File: src/rtl/frame_bank_scheduler_if.sv
// rtl/frame_bank_scheduler_if.sv - single-port frame RAM bus between scheduler and RAM
//   mem_addr  [ADDR_W:0]   RAM word address, MSB selects the bank
//   mem_we                 RAM write enable
//   mem_wdata [DATA_W-1:0] RAM write data
//   mem_rdata [DATA_W-1:0] RAM read data, one cycle after mem_addr
//   modport master: scheduler side; modport slave: RAM side
interface frame_bank_scheduler_if #(
  parameter int DATA_W = 16,
  parameter int ADDR_W = 11
);
  logic [ADDR_W:0]   mem_addr;
  logic              mem_we;
  logic [DATA_W-1:0] mem_wdata;
  logic [DATA_W-1:0] mem_rdata;

  modport master (
    output mem_addr,
    output mem_we,
    output mem_wdata,
    input  mem_rdata
  );

  modport slave (
    input  mem_addr,
    input  mem_we,
    input  mem_wdata,
    output mem_rdata
  );
endinterface

File: src/rtl/frame_bank_scheduler.sv
// rtl/frame_bank_scheduler.sv - double-buffered frame store: serial fill of back bank, display reads from front bank
//   CLK_40, rst             clock, asynchronous active-high reset
//   wr_start                start of a frame payload
//   wr_bit_valid, wr_bit    serial payload, MSB of each word first
//   vsync                   display frame boundary
//   rd_req, rd_addr         display read of the front bank (read has priority)
//   rd_data, rd_valid       read word, one cycle after the grant
//   mem                     RAM bus (frame_bank_scheduler_if.master)
//   start_req               pulse asking the host for the next frame
//   front_bank              bank being displayed
//   wr_overrun              sticky: a deserialized word was dropped
//   repeat_count            vsyncs that found no complete back frame
//   Macro FRAME_BANK_STATS_EN enables repeat_count; otherwise it reads 0.
module frame_bank_scheduler #(
  parameter int DATA_W     = 16,
  parameter int ADDR_W     = 11,
  parameter int CELL_COUNT = 1200
) (
  input  logic                   CLK_40,
  input  logic                   rst,
  input  logic                   wr_start,
  input  logic                   wr_bit_valid,
  input  logic                   wr_bit,
  input  logic                   vsync,
  input  logic                   rd_req,
  input  logic [ADDR_W-1:0]      rd_addr,
  output logic [DATA_W-1:0]      rd_data,
  output logic                   rd_valid,
  frame_bank_scheduler_if.master mem,
  output logic                   start_req,
  output logic                   front_bank,
  output logic                   wr_overrun,
  output logic [7:0]             repeat_count
);

  localparam int CNT_W = $clog2(DATA_W + 1);
  localparam logic [ADDR_W-1:0] LAST_ADDR = ADDR_W'(CELL_COUNT - 1);
  localparam logic [CNT_W-1:0]  LAST_BIT  = CNT_W'(DATA_W - 1);

  typedef enum logic [1:0] {IDLE, FILL, FULL} state_t;

  state_t              state_q, state_d;
  logic [DATA_W-1:0]   shift_q;
  logic [DATA_W-1:0]   shifted;
  logic [CNT_W-1:0]    bit_cnt;
  logic [DATA_W-1:0]   hold_data;
  logic                hold_valid;
  logic [ADDR_W-1:0]   wr_addr;
  logic                boot;
  logic                rd_grant;
  logic                wr_grant;
  logic                last_commit;
  logic                swap;

  // State register
  always_ff @(posedge CLK_40 or posedge rst) begin
    if (rst) state_q <= IDLE;
    else     state_q <= state_d;
  end

  // Next state and RAM arbitration. The RAM bus is combinational so a read
  // granted in this cycle returns data in the next one.
  always_comb begin
    state_d        = state_q;
    rd_grant       = 1'b0;
    wr_grant       = 1'b0;
    mem.mem_addr   = '0;
    mem.mem_we     = 1'b0;
    mem.mem_wdata  = '0;

    if (!rst) begin
      if (rd_req) begin
        rd_grant     = 1'b1;
        mem.mem_addr = {front_bank, rd_addr};
      end else if (state_q == FILL && hold_valid && !wr_start) begin
        // A restart in the same cycle discards the held word instead of writing it
        wr_grant      = 1'b1;
        mem.mem_addr  = {~front_bank, wr_addr};
        mem.mem_we    = 1'b1;
        mem.mem_wdata = hold_data;
      end
    end

    last_commit = wr_grant && (wr_addr == LAST_ADDR);
    swap        = (state_q == FULL) && vsync;

    case (state_q)
      IDLE:    if (wr_start) state_d = FILL;
      FILL:    if (!wr_start && last_commit) state_d = FULL;
      FULL:    if (vsync) state_d = IDLE;
      default: state_d = IDLE;
    endcase
  end

  always_comb begin
    shifted    = shift_q << 1;
    shifted[0] = wr_bit;
  end

  // Deserializer, holding register, write address and status
  always_ff @(posedge CLK_40 or posedge rst) begin
    if (rst) begin
      shift_q    <= '0;
      bit_cnt    <= '0;
      hold_data  <= '0;
      hold_valid <= 1'b0;
      wr_addr    <= '0;
      front_bank <= 1'b0;
      rd_valid   <= 1'b0;
      wr_overrun <= 1'b0;
      start_req  <= 1'b0;
      boot       <= 1'b1;
    end else begin
      boot      <= 1'b0;
      start_req <= boot || swap;
      rd_valid  <= rd_grant;
      if (swap) front_bank <= ~front_bank;

      if (wr_grant) begin
        hold_valid <= 1'b0;
        if (!last_commit) wr_addr <= wr_addr + 1'b1;
      end

      if ((state_q == IDLE || state_q == FILL) && wr_start) begin
        wr_addr    <= '0;
        bit_cnt    <= '0;
        shift_q    <= '0;
        hold_valid <= 1'b0;
      end else if (state_q == FILL && wr_bit_valid) begin
        shift_q <= shifted;
        if (bit_cnt == LAST_BIT) begin
          bit_cnt <= '0;
          // The holding register counts as free if it drains this same cycle.
          // A word completing alongside the final write belongs to no frame.
          if (!last_commit) begin
            if (!hold_valid || wr_grant) begin
              hold_data  <= shifted;
              hold_valid <= 1'b1;
            end else begin
              wr_overrun <= 1'b1;
            end
          end
        end else begin
          bit_cnt <= bit_cnt + 1'b1;
        end
      end
    end
  end

  assign rd_data = rd_valid ? mem.mem_rdata : '0;

`ifdef FRAME_BANK_STATS_EN
  logic [7:0] repeat_q;

  always_ff @(posedge CLK_40 or posedge rst) begin
    if (rst)
      repeat_q <= 8'd0;
    else if (vsync && state_q != FULL && repeat_q != 8'hFF)
      repeat_q <= repeat_q + 8'd1;
  end

  assign repeat_count = repeat_q;
`else
  assign repeat_count = 8'd0;
`endif

endmodule

File: src/flat_wrapper.sv
// flat-port wrapper written by rule: the top's interface ports become plain ports
module frame_bank_scheduler_flat 
#(
  parameter int DATA_W     = 16,
  parameter int ADDR_W     = 11,
  parameter int CELL_COUNT = 1200
)
  (CLK_40, rst, wr_start, wr_bit_valid, wr_bit, vsync, rd_req, rd_addr, rd_data, rd_valid, start_req, front_bank, wr_overrun, repeat_count, mem_mem_addr, mem_mem_we, mem_mem_wdata, mem_mem_rdata);
  frame_bank_scheduler_if #(.DATA_W(DATA_W), .ADDR_W(ADDR_W)) mem_i ();
  input  logic CLK_40;
  input  logic rst;
  input  logic wr_start;
  input  logic wr_bit_valid;
  input  logic wr_bit;
  input  logic vsync;
  input  logic rd_req;
  input  logic [ADDR_W-1:0] rd_addr;
  output logic [DATA_W-1:0] rd_data;
  output logic rd_valid;
  output logic start_req;
  output logic front_bank;
  output logic wr_overrun;
  output logic [7:0] repeat_count;
  output wire logic [$bits(mem_i.mem_addr)-1:0] mem_mem_addr;
  output wire logic [$bits(mem_i.mem_we)-1:0] mem_mem_we;
  output wire logic [$bits(mem_i.mem_wdata)-1:0] mem_mem_wdata;
  input wire logic [$bits(mem_i.mem_rdata)-1:0] mem_mem_rdata;
  assign mem_mem_addr = mem_i.mem_addr;
  assign mem_mem_we = mem_i.mem_we;
  assign mem_mem_wdata = mem_i.mem_wdata;
  assign mem_i.mem_rdata = mem_mem_rdata;
  frame_bank_scheduler #(.DATA_W(DATA_W), .ADDR_W(ADDR_W), .CELL_COUNT(CELL_COUNT)) u_core (.CLK_40(CLK_40), .rst(rst), .wr_start(wr_start), .wr_bit_valid(wr_bit_valid), .wr_bit(wr_bit), .vsync(vsync), .rd_req(rd_req), .rd_addr(rd_addr), .rd_data(rd_data), .rd_valid(rd_valid), .mem(mem_i), .start_req(start_req), .front_bank(front_bank), .wr_overrun(wr_overrun), .repeat_count(repeat_count));
endmodule
File: config.mk
export PLATFORM = sky130hd
export DESIGN_NAME = frame_bank_scheduler_flat
export DESIGN_NICKNAME = d
export VERILOG_FILES = /design/src/rtl/frame_bank_scheduler_if.sv /design/src/rtl/frame_bank_scheduler.sv /design/src/flat_wrapper.sv
export SDC_FILE = /design/constraint.sdc
export NUM_CORES = 1
export LEC_CHECK = 0
export ABC_AREA = 1
export BUFFER_PORTS_ARGS = -buffer_cell sky130_fd_sc_hd__buf_2
export CORE_UTILIZATION = 50
export CTS_CLUSTER_SIZE = 30
export DETAILED_ROUTE_END_ITERATION = 16
export MAX_ROUTING_LAYER = met4
export PLACE_DENSITY = 0.78
export SKIP_LAST_GASP = 1
export SLEW_MARGIN = 5
export SYNTH_ARGS = -nofsm -noshare
export SYNTH_HDL_FRONTEND = slang
export SYNTH_SLANG_ARGS = --single-unit
export TNS_END_PERCENT = 1
File: constraint.sdc
create_clock -name CLK_40 -period 8 [get_ports CLK_40]
set_input_delay 1.6 -clock CLK_40 [delete_from_list [all_inputs] [get_ports CLK_40]]
set_output_delay 1.6 -clock CLK_40 [all_outputs]
set_load 0.01 [all_outputs]
==> reports/qor.txt, run 1 <==
Syn Inst Count: 411
Worst path bufs/invs: 4
Initial antenna violation count: 0
Switch Pwr: 0.123 mW
Area contributors post-synth: dfrtp_1 (44%), nand2_1 (12%), nand3_1 (8.4%)
Prevailing post-synth register cell: dfrtp_1
Sequential share of power: 0.551
Worst-margin pin slew: 780 ps
Utilization of the core after routing: 0.606
HPWL Detailed: 4570 um
Nets: 520
ANT cells: 0
First drt pass iteration count: 4
Post-Syn Area: 3110 sq um
# DRC: 0
Rel. slew slack: 0.480
Clock Tree Buf Depth: 2
Count leader, synth: nand2_1
CP top delay family: buffers and inverters
Yosys top cell area share: 0.435
Leakage: 1.98 nW
CP most frequent cell: buf_2
Worst R2R Start: u_core.state_q[1]
CTS tree: built
Clock Latency Late Sink: 310 ps
#FFs+latches synth: 55
CTS H-tree lvls: 2
Gp weighted congestion: 0.900
Crit path required time: 6400 ps
Row count: 28
Initial DRC Count: 139
Grt ovf: 0
Synth async-reset ratio: 1.00
Max Cap Violations: 0
Hold Vio Cnt, Final: 0
Port Buffers: 82
Critical Path Sink Type: primary output
Type of origin of the critical path: primary input
Synth cell types: 35
Commonest cells in the netlist: nand2_1 (103), dfrtp_1 (54), inv_1 (53)
DRT antenna net count: 0
Setup TNS: 0 ps
Outcome: complete, no violations
Hold WS: 477 ps
Logic pwr share: 0.085
Clock Skew: 7.84 ps
Total CTS buffers: 5
Die height: 80.8 um
RSZ-0062 raised after global routing: false
Avg WL per Cell: 11.6 um
Crit path max-delay cell type: nand3_4
Syn Area/Cell: 7.56 sq um
Post_cts resized: 0
CTS sink count: 55
Gr usage total: 0.220
Clk network pwr share: 0.364
Internal power contribution: 0.390 mW
Slew Limit Fails: 0
Postcts setup bufs: 0
Post-layout min period: 4460 ps
Via/cell ratio: 4.98
Pin count of the biggest net entering global routing: 45
Hold buffer count at CTS: 0
Clock-pin slew on the worst setup and hold paths: 90 ps
Layout cells sized above 1: 0.256
Total number of vias: 2,790
Chip width: 80.8 um
Slowest stage delay, CP: 370 ps
Hold crit path type: register to register
Starting Density: 0.521
Sequential element share of the synthesized area: 0.444
Area grow syn2layout: 16.2%
Critical path type: primary input to primary output
Die area: 6530 sq um
Core area: 5960 sq um
CP startpoint: rst
CP cell instances: buf_2 > inv_2 > nand3_4 > clkinv_2 > a22o_1 > buf_2
EDFF count, synth: 0
Max Fanout on Critical Path: 30
Vias in the first global route: 2,382
Synth Warn #: 0
Hold_sp: u_core.state_q[0]
Final period util: 0.558
Cell area power density: 142 nW/um^2
First-pass GRT wire length: 10,800 um
I/O Pins: 91
Crit path DAT: 2860 ps
Worst vdd ir: 0.0815 mV
CTS Root Cell: clkbuf_8
Net Sw Frac: 0.241
Final setup vio count: 0
Total Wirelength: 6490 um
Upper clock frequency limit: 224 MHz
Synth area leader: dfrtp_1
-- kinds of logic after synthesis --
logic type,count (synthesis),share of synthesized area
xor gates and xnor gates,6,0.0169
and+or+nand+nor,220,0.328
buffers and inverters,84,0.123
adders and majority gates,2,0.00806
other,1,0.00121
DFF,55,0.444
AOI/OAI and AO/OA,43,0.0794
-- layer usage --
metal  track usage  part of all wire  vias up
li1              -                 -     1416
met1         0.279              0.46     1283
met2         0.358              0.48       79
met3        0.0337             0.046       12
met4        0.0786             0.019        0
met5             -                 0        -
-- sequential cells by signal, indices dropped and copies added (netlist names) --
name,count
u_core.front_bank,1
u_core.wr_overrun,1
u_core.hold_data,16
u_core.start_req,1
u_core.rd_valid,1
u_core.hold_valid,1
u_core.state_q,2
u_core.shift_q,15
u_core.bit_cnt,5
u_core.boot,1
u_core.wr_addr,11
-- area by class of cell --
cell class | instances | area (sq um)
fillers | 549 | 2350
flip-flops and latches | 55 | 1380
multi-input cells | 280 | 1380
repair buffers | 84 | 425
inverters | 58 | 219
well taps | 75 | 93.8
clock buffers | 5 | 68.8
clock inverters | 3 | 46.3
-- power by group through the flow --
stage / clock (mW) / combinational [mW] / sequential (mW)
final: 0.187 / 0.0434 / 0.283
after global routing: 0.204 / 0.0497 / 0.283
after CTS: 0.193 / 0.0441 / 0.283
after detailed placement: 0 / 0.0441 / 0.288
after global placement: 0 / 0.0435 / 0.288
after floorplan: 0 / 0.0293 / 0.287
-- placed cells by master (no fill, tap or decap), types with 2 or more instances in the layout --
cell type / Yosys / routed
nand3_2: 3 / 3
o21ai_0: 31 / 31
conb_1: 1 / 9
nand3_1: 52 / 52
ha_1: 2 / 2
nor2_2: 3 / 3
dfrtp_1: 54 / 54
o21ai_2: 2 / 2
inv_1: 53 / 52
xor2_1: 6 / 6
nand4_1: 4 / 4
inv_2: 3 / 4
nand2_4: 4 / 4
buf_2: 6 / 82
nor2_1: 36 / 36
nor3_1: 2 / 2
buf_4: 9 / 2
clkbuf_8: 0 / 5
a21oi_1: 4 / 4
nand2_2: 10 / 10
nand2_1: 103 / 103
-- metrics by stage --
stage	cells	total power [mW]	instance area (sq um)	setup slack, ps
after global routing	560	0.537	3610	3400
after CTS	560	0.520	3610	3490
after global placement	552	0.331	3490	3520
after detailed placement	552	0.332	3490	3490
after floorplan	419	0.317	3140	2700
final	560	0.513	3610	3540
-- worst reg2reg max path, cell delays in order (launching register included) --
cell,delay [ps]
dfrtp_1,380
inv_2,70
nand2_1,110
nor2_2,620
nand3_2,200
a21oi_4,440
nand2_4,270
nand2_1,130
nand2_1,50
-- final timing paths --
| check | cells after the start | slack (ps) | to |
|---|---|---|---|
| worst max-delay path | 6 | 3540 | mem_mem_addr[2] |
| worst min-delay path | 1 | 480 | u_core.state_q[1] |
| worst max register to register | 8 | 5630 | u_core.hold_data[11] |
| worst min register to register | 1 | 480 | u_core.state_q[1] |
| max in group asynchronous | 3 | 5900 | u_core.hold_data[11] |
| min in group asynchronous | 2 | 1240 | u_core.bit_cnt[1] |
Power figures use the tool's default switching activity.
==> run 2, diff against run 1 <==
==> constraint.sdc (replaced) <==
create_clock -name CLK_40 -period 4.51 [get_ports CLK_40]
set_input_delay 0.902 -clock CLK_40 [delete_from_list [all_inputs] [get_ports CLK_40]]
set_output_delay 0.902 -clock CLK_40 [all_outputs]
set_load 0.01 [all_outputs]
==> reports/qor.txt, run 2 (synthesized netlist as in run 1, its figures left out) <==
Gp weighted congestion: 0.904
Die area: 6530 sq um
Crit path required time: 3610 ps
Clock Latency Late Sink: 310 ps
Internal power contribution: 0.636 mW
ANT cells: 0
Switch Pwr: 0.219 mW
Slew Limit Fails: 0
Commonest non-fill, non-tap cell in the layout: nand2_1
Sequential share of power: 0.587
First drt pass iteration count: 4
Die height: 80.8 um
Rel. slew slack: 0.582
Clock-pin slew on the worst setup and hold paths: 90 ps
Layout cells sized above 1: 0.257
CTS H-tree lvls: 2
Critical Path Sink Type: primary output
Leakage: 1.98 nW
Clock Skew: 10.0 ps
Biggest regs: u_core.hold_data (16), u_core.shift_q (15), u_core.wr_addr (11)
Final period util: 0.654
Max Cap Violations: 0
Hold buffer count at CTS: 0
Max reg flops: 16
# DRC: 0
Avg WL per Cell: 11.8 um
Chip width: 80.8 um
Total number of vias: 2,783
Starting Density: 0.521
Cell area power density: 238 nW/um^2
Vias in the first global route: 2,545
I/O Pins: 91
Utilization of the core after routing: 0.603
Type of origin of the critical path: primary input
Hold Vio Cnt, Final: 0
Total Wirelength: 6600 um
CTS sink count: 55
Placed insts: 553
Commonest non-fill, non-tap cells in the layout: nand2_1 (103), buf_2 (82), dfrtp_1 (54), nand3_1 (52), inv_1 (52)
Final setup vio count: 0
Upper clock frequency limit: 339 MHz
Initial antenna violation count: 0
DRT antenna net count: 0
CTS tree: built
Net Sw Frac: 0.256
Clock Tree Buf Depth: 2
Worst vdd ir: 0.131 mV
HPWL Detailed: 4720 um
Most flop-heavy register: u_core.hold_data
Via/cell ratio: 4.96
Setup TNS: 0 ps
Critical path type: primary input to primary output
Core area: 5960 sq um
Nets: 521
Max Fanout on Critical Path: 30
Hold crit path type: register to register
Area grow syn2layout: 15.6%
Initial DRC Count: 151
Post_cts resized: 0
Row count: 28
Grt ovf: 0
Total CTS buffers: 5
Worst-margin pin slew: 627 ps
Pin count of the biggest net entering global routing: 52
First-pass GRT wire length: 11,300 um
Crit path DAT: 2050 ps
Port Buffers: 82
Clk network pwr share: 0.321
Non-Filler Instances: 561
RSZ-0062 raised after global routing: false
Outcome: complete, no violations
Logic pwr share: 0.092
Gr usage total: 0.226
CTS Root Cell: clkbuf_8
Postcts setup bufs: 0
Post-layout min period: 2950 ps
run 2: cell count changes in the layout (fill, tap and decap cells not counted), sizes merged:
cell      change
clkinv        +2
clkinvlp      -1
bufinv        -1
buf           +1
run 2: critical path, cell delays in order:
cell,delay (ps)
buf_2,100
inv_2,170
nand3_4,330
clkinv_2,250
a22o_1,160
buf_2,120
run 2: per-stage QoR:
step / setup slack (ps) / total power, mW / area (sq um) / hold slack [ps]
6_report: 1560 / 0.855 / 3590 / 480
3_3_place_gp: 1610 / 0.588 / 3500 / 456
5_1_grt: 1470 / 0.893 / 3590 / 484
3_5_place_dp: 1540 / 0.591 / 3500 / 458
2_1_floorplan: 604 / 0.561 / 3140 / 442
4_1_cts: 1520 / 0.865 / 3590 / 481
run 2: routing by layer:
layer / part of all wire / wire length [um] / track usage
met1: 0.46 / 3030 / 0.275
met2: 0.49 / 3220 / 0.389
met3: 0.038 / 251 / 0.0360
met4: 0.014 / 93 / 0.0607
met5: 0 / 0 / -
run 2: area by class of cell:
class,instances,area [sq um]
Multi-Input combinational cell,280,1380
Sequential cell,55,1380
Timing Repair Buffer,85,433
Clock inverter,3,22.5
Fill cell,551,2360
Tap cell,75,93.8
Clock buffer,5,68.8
Inverter,58,219
run 2: power groups by stage:
stage          Combinational [mW]  Clock (mW)  Sequential (mW)
3_5_place_dp               0.0795           0            0.511
5_1_grt                    0.0898       0.301            0.502
3_3_place_gp               0.0774           0            0.511
2_1_floorplan              0.0519           0            0.510
4_1_cts                    0.0796       0.284            0.502
6_report                   0.0786       0.275            0.501
run 2: path summary, 6_finish.rpt:
kind / start / endpoint / slack (ps) / cells after the start
max: rst / mem_mem_addr[2] / 1560 / 6
min: u_core.boot / u_core.start_req / 480 / 2
max reg2reg: u_core.state_q[1] / u_core.hold_data[11] / 2360 / 8
min reg2reg: u_core.boot / u_core.start_req / 480 / 2
max in group asynchronous: rst / u_core.shift_q[12] / 3140 / 3
min in group asynchronous: rst / u_core.wr_addr[0] / 490 / 2
